**config.mk**
```make
export PLATFORM = sky130hd
export DESIGN_NAME = fdiv_writeback
export DESIGN_NICKNAME = d
export VERILOG_FILES = /design/src/rtl/fdiv_writeback.sv
export SDC_FILE = /design/constraint.sdc
export NUM_CORES = 1
export LEC_CHECK = 0
export BUFFER_PORTS_ARGS = -buffer_cell sky130_fd_sc_hd__buf_2
export CORE_ASPECT_RATIO = 0.5
export CORE_MARGIN = 2
export CORE_UTILIZATION = 25
export CTS_BUF_LIST = sky130_fd_sc_hd__clkbuf_2
export CTS_CLUSTER_DIAMETER = 200
export DETAILED_ROUTE_END_ITERATION = 8
export SYNTH_ARGS = -nofsm -noshare
export SYNTH_HDL_FRONTEND = slang
export SYNTH_SLANG_ARGS = --single-unit
```
**constraint.sdc**
```tcl
create_clock -name clk -period 7.25 [get_ports clk]
set_input_delay 1.0875 -clock clk [delete_from_list [all_inputs] [get_ports clk]]
set_output_delay 1.0875 -clock clk [all_outputs]
set_load 0.05 [all_outputs]
```
**src/rtl/fdiv_writeback.sv**
```systemverilog
// fdiv_writeback: follows divide destination tags through e1..e3, classifies
// the retiring result and queues it for the FP register-file write port.
module fdiv_writeback #(
    parameter int DEPTH  = 2,
    parameter int PEND_W = 4
) (
    input  logic              clk,
    input  logic              rst,
    input  logic              en,
    input  logic              issue_valid,
    input  logic [4:0]        issue_rd,
    input  logic [31:0]       div_result,
    input  logic              wb_ready,
    output logic              wb_valid,
    output logic [4:0]        wb_rd,
    output logic [31:0]       wb_data,
    output logic [2:0]        wb_flags,
    output logic              hold_out,
    input  logic [4:0]        q_rs,
    input  logic [4:0]        q_rt,
    output logic              hazard_rs,
    output logic              hazard_rt,
    output logic [PEND_W-1:0] pending,
    output logic              err
);
    localparam int AW = (DEPTH > 1) ? $clog2(DEPTH) : 1;
    localparam int CW = $clog2(DEPTH + 1);
    localparam logic [CW-1:0] FULL_CNT = CW'(DEPTH);

    logic          v1, v2, v3;
    logic [4:0]    rd1, rd2, rd3;
    logic [4:0]    mem_rd    [DEPTH];
    logic [31:0]   mem_data  [DEPTH];
    logic [2:0]    mem_flags [DEPTH];
    logic [AW-1:0] wptr, rptr;
    logic [CW-1:0] count, count_nxt;
    logic [4:0]    last_rd;
    logic [31:0]   last_data;
    logic [2:0]    last_flags;

    logic [7:0]  res_exp;
    logic [22:0] res_frac;
    logic [2:0]  res_flags;
    logic        push, pop, wr, full_eff;
    logic [DEPTH-1:0] ent_v;

    assign res_exp   = div_result[30:23];
    assign res_frac  = div_result[22:0];
    assign res_flags = {(res_exp == 8'hff) && (res_frac != 23'd0),
                        (res_exp == 8'hff) && (res_frac == 23'd0),
                        (res_exp == 8'h00) && (res_frac == 23'd0)};

    assign wb_valid = (count != '0);
    assign full_eff = (count == FULL_CNT) && !wb_ready;
    assign push     = v3 && en;
    assign pop      = wb_valid && wb_ready;
    assign wr       = push && !full_eff;
    assign hold_out = v3 && full_eff;

    // Once drained, the head outputs keep showing the last popped entry.
    assign wb_rd    = wb_valid ? mem_rd[rptr]    : last_rd;
    assign wb_data  = wb_valid ? mem_data[rptr]  : last_data;
    assign wb_flags = wb_valid ? mem_flags[rptr] : last_flags;

    assign pending = PEND_W'(v1) + PEND_W'(v2) + PEND_W'(v3) + PEND_W'(count);

    always_comb begin
        count_nxt = count;
        unique case ({wr, pop})
            2'b10:   count_nxt = count + 1'b1;
            2'b01:   count_nxt = count - 1'b1;
            default: count_nxt = count;
        endcase
    end

    always_comb begin
        logic [AW-1:0] off;
        off   = '0;
        ent_v = '0;
        for (int i = 0; i < DEPTH; i++) begin
            off      = AW'(i) - rptr;
            ent_v[i] = (CW'(off) < count);
        end
    end

    always_comb begin
        hazard_rs = (v1 && rd1 == q_rs) || (v2 && rd2 == q_rs) ||
                    (v3 && rd3 == q_rs);
        hazard_rt = (v1 && rd1 == q_rt) || (v2 && rd2 == q_rt) ||
                    (v3 && rd3 == q_rt);
        for (int i = 0; i < DEPTH; i++) begin
            if (ent_v[i] && mem_rd[i] == q_rs) hazard_rs = 1'b1;
            if (ent_v[i] && mem_rd[i] == q_rt) hazard_rt = 1'b1;
        end
    end

    always_ff @(posedge clk) begin
        if (wr) begin
            mem_rd[wptr]    <= rd3;
            mem_data[wptr]  <= div_result;
            mem_flags[wptr] <= res_flags;
        end
    end

    always_ff @(posedge clk) begin
        if (rst) begin
            v1         <= 1'b0;
            v2         <= 1'b0;
            v3         <= 1'b0;
            rd1        <= '0;
            rd2        <= '0;
            rd3        <= '0;
            wptr       <= '0;
            rptr       <= '0;
            count      <= '0;
            err        <= 1'b0;
            last_rd    <= '0;
            last_data  <= '0;
            last_flags <= '0;
        end else begin
            if (en) begin
                v1  <= issue_valid;
                rd1 <= issue_rd;
                v2  <= v1;
                rd2 <= rd1;
                v3  <= v2;
                rd3 <= rd2;
            end
            if (wr) wptr <= wptr + 1'b1;
            if (pop) begin
                rptr       <= rptr + 1'b1;
                last_rd    <= mem_rd[rptr];
                last_data  <= mem_data[rptr];
                last_flags <= mem_flags[rptr];
            end
            count <= count_nxt;
            // en forced through a hold loses the e3 entry.
            if (push && full_eff) err <= 1'b1;
        end
    end
endmodule

```
==> impl_metrics.csv <==
group,metric,value,unit
hold_path,hold_path.class,"flop to flop",
die,fp.dieW,231.0,um
routing,met1Wirelength,6837,um
setup_path,critPathRequiredTime,6.16,ns
global_routing,antenna_found_initial,1,
logic_synthesis,yosys_register_bits,144,
logic_synthesis,synthFlopType,"edfxtp_1",
die,start_util,25.52,%
routing,wl_met3,332,um
logic_synthesis,async_flop_share,0,%
timing,setup_tns,0,ns
setup_path,r2r_start,"count[0]",
clocking,cts_max_level,4,
logic_synthesis,synth_top_area_cell,"edfxtp_1",
pwr,combPwrFrac,10.0,%
die,core,25240,sq um
logic_synthesis,postSynthNetCount,595,
clocking,post_cts_buffers,0,
timing,worst_pin_slew,1.041,ns
logic_synthesis,synth_area,6440,sq um
routing,dr.pass1.iters,4,
final_layout,final_common_cell,"nor2_1",
global_routing,grt_max_degree,83,
status,status,"complete, no violations",
final_layout,fin_util,29.44,%
pwr,p_int,1.076,mW
routing,vias,4218,
clocking,cts.repair.resized,0,
setup_path,worst_ep_arrival_time,2.93,ns
hold_path,hold_start,"err",
place,hpwl,10180,um
logic_synthesis,yosysTopAreaCellShare,37.30,%
clocking,clk_latency,0.69,ns
place,gp_congestion,0.7874,
place,dp.cells,945,
timing,drv_slew,0,
routing,vias_per_cell,4.313,
global_routing,grt_pass1_vias,4228,
final_layout,syn2layout_area_growth,15.37,%
timing,period_needed,4.020,ns
final_layout,nNetsFinal,676,
timing,finalSetupViolCount,0,
logic_synthesis,synth_warnings,0,
timing,fin_crit_sh,55.44,%
setup_path,cp-start-kind,"flop",
die,io-pin-count,101,
pwr,powerDensity,201.5,nW/um^2
timing,hold_ws,0.4943,ns
clocking,clockBufferDepth,2,
routing,drtIter0Drc,165,
final_layout,mostFrequentLayoutCells,"nor2_1 (104), buf_2 (99), edfxtp_1 (80), dfxtp_1 (63), mux2i_1 (58)",
routing,drc_errors,0,
die,design.die.area,27140,sq um
timing,rsz0062_at_grt,"no",
pwr,power.switching,0.4209,mW
final_layout,stdcell_count,978,
logic_synthesis,synth_cells,539,
routing,highest_layer,"met4",
logic_synthesis,synth_area_per_cell,11.95,sq um
place,port-buffer-count,99,
timing,hold_viol,0,
final_layout,drive_above_1_share,28.44,%
timing,maxSlewHeadroom,30.59,%
setup_path,cp-end-kind,"output pin",
pwr,seq_power_share,58.6,%
logic_synthesis,synth-seq-area-share,57.20,%
place,preCtsSetupSlack,3.572,ns
routing,wl_met2,7608,um
timing,fin_skew,0.04082,ns
place,place_area,7187,sq um
logic_synthesis,synth_area_leaders,"edfxtp_1 (37%), dfxtp_1 (20%), mux2i_1 (9.0%)",
routing,ant_nets,0,
setup_path,cp_max_fo,45,
timing,max_freq,248.8,MHz
flow_run,maxCapViolations,0,
routing,totalWireLength,14910,um
pwr,total_power,1.497,mW
clocking,clock-sinks,144,
timing,fin_ws,3.230,ns
die,die_h,117.5,um
pwr,peakVddDrop,78.26,uV
global_routing,grt_first_pass_wirelength,23600,um
clocking,clk_transition_reported_paths,0.21,ns
die,fp-row-count,41,
final_layout,final_area,7430,sq um
pwr,leakagePower,2.647,nW
pwr,netSwitchingFraction,28.11,%
pwr,p_clk_share,31.4,%
clocking,cts_tree,"done",
logic_synthesis,synth_enable_flop_cells,80,
clocking,cts-root-buf,"clkbuf_2",
clocking,hold_buffers,0,
logic_synthesis,ys_types,33,
clocking,numCtsBuffers,17,
setup_path,crit_path_start,"count[0]",
setup_path,crit_type,"flop to output pin",
global_routing,grt-ovfl-total,0,
global_routing,grt_usage,11.35,%
routing,routedWlPerCell,15.24,um
final timing paths:
path,to,slack (ns),cells after the start
min,err,0.49,2
min reg2reg,err,0.49,2
max,wb_data[15],3.23,5
max reg2reg,count[1],3.51,7
final cells by class:
cell class / instances / area, sq um
Fill cell: 2610 / 17810
Sequential cell: 144 / 3685
Multi-Input combinational cell: 351 / 2527
Timing Repair Buffer: 105 / 540.5
Tap cell: 344 / 430.4
Clock inverter: 15 / 155.1
Clock buffer: 17 / 85.08
Inverter: 1 / 3.754
Antenna cell: 1 / 2.502
synth_stat cells (2+ instances only):
| library cell | instances |
|---|---|
| nand3_1 | 5 |
| clkbuf_1 | 24 |
| dfxtp_1 | 64 |
| nor2_1 | 106 |
| buf_6 | 8 |
| a211oi_2 | 40 |
| xnor2_1 | 21 |
| nand4_1 | 5 |
| buf_2 | 6 |
| a31oi_1 | 4 |
| ha_1 | 2 |
| xor2_1 | 33 |
| fa_1 | 2 |
| buf_1 | 2 |
| mux2i_1 | 58 |
| buf_4 | 3 |
| edfxtp_1 | 80 |
| a21oi_1 | 42 |
| nor3_1 | 5 |
| nor4_1 | 15 |
| o2111ai_1 | 2 |
power by group through the flow:
stage | logic (mW) | registers [mW] | clock network [mW]
after floorplan | 0.109 | 0.892 | 0
after global placement | 0.149 | 0.895 | 0
after detailed placement | 0.151 | 0.895 | 0
after CTS | 0.152 | 0.878 | 0.491
after global routing | 0.161 | 0.880 | 0.526
final | 0.149 | 0.878 | 0.470
flip-flops by register name (all words and copies together) (netlist names), 2 cells and up, named ones only:
register    cells
rd2             5
rd1             5
mem_flags       6
last_flags      3
last_rd         5
last_data      32
mem_data       64
rd3             5
count           2
mem_rd         10
per-layer routing:
metal | up-vias | global-route usage, %
li1 | 2096 | -
met1 | 2071 | 13.99
met2 | 40 | 19.65
met3 | 11 | 2.834
met4 | 0 | 3.226
met5 | - | 0
worst max-delay path, cell delays in order, from the launching register on:
cell and delay [ns]:
dfxtp_1 0.51, or2_2 0.64, buf_4 0.52, nor2_1 0.08, a21oi_1 0.16, buf_2 0.30
logic make-up after synthesis:
kind of cell / count (synthesis) / share of synthesized area (%)
simple gates: 145 / 9.812
flops: 144 / 57.20
compound gates: 89 / 11.77
mux: 58 / 9.015
xor+xnor: 54 / 7.344
buf+inv: 44 / 3.789
fa+ha+maj: 4 / 1.010
other cells: 1 / 0.05823
(Power assumes the default switching activity.)
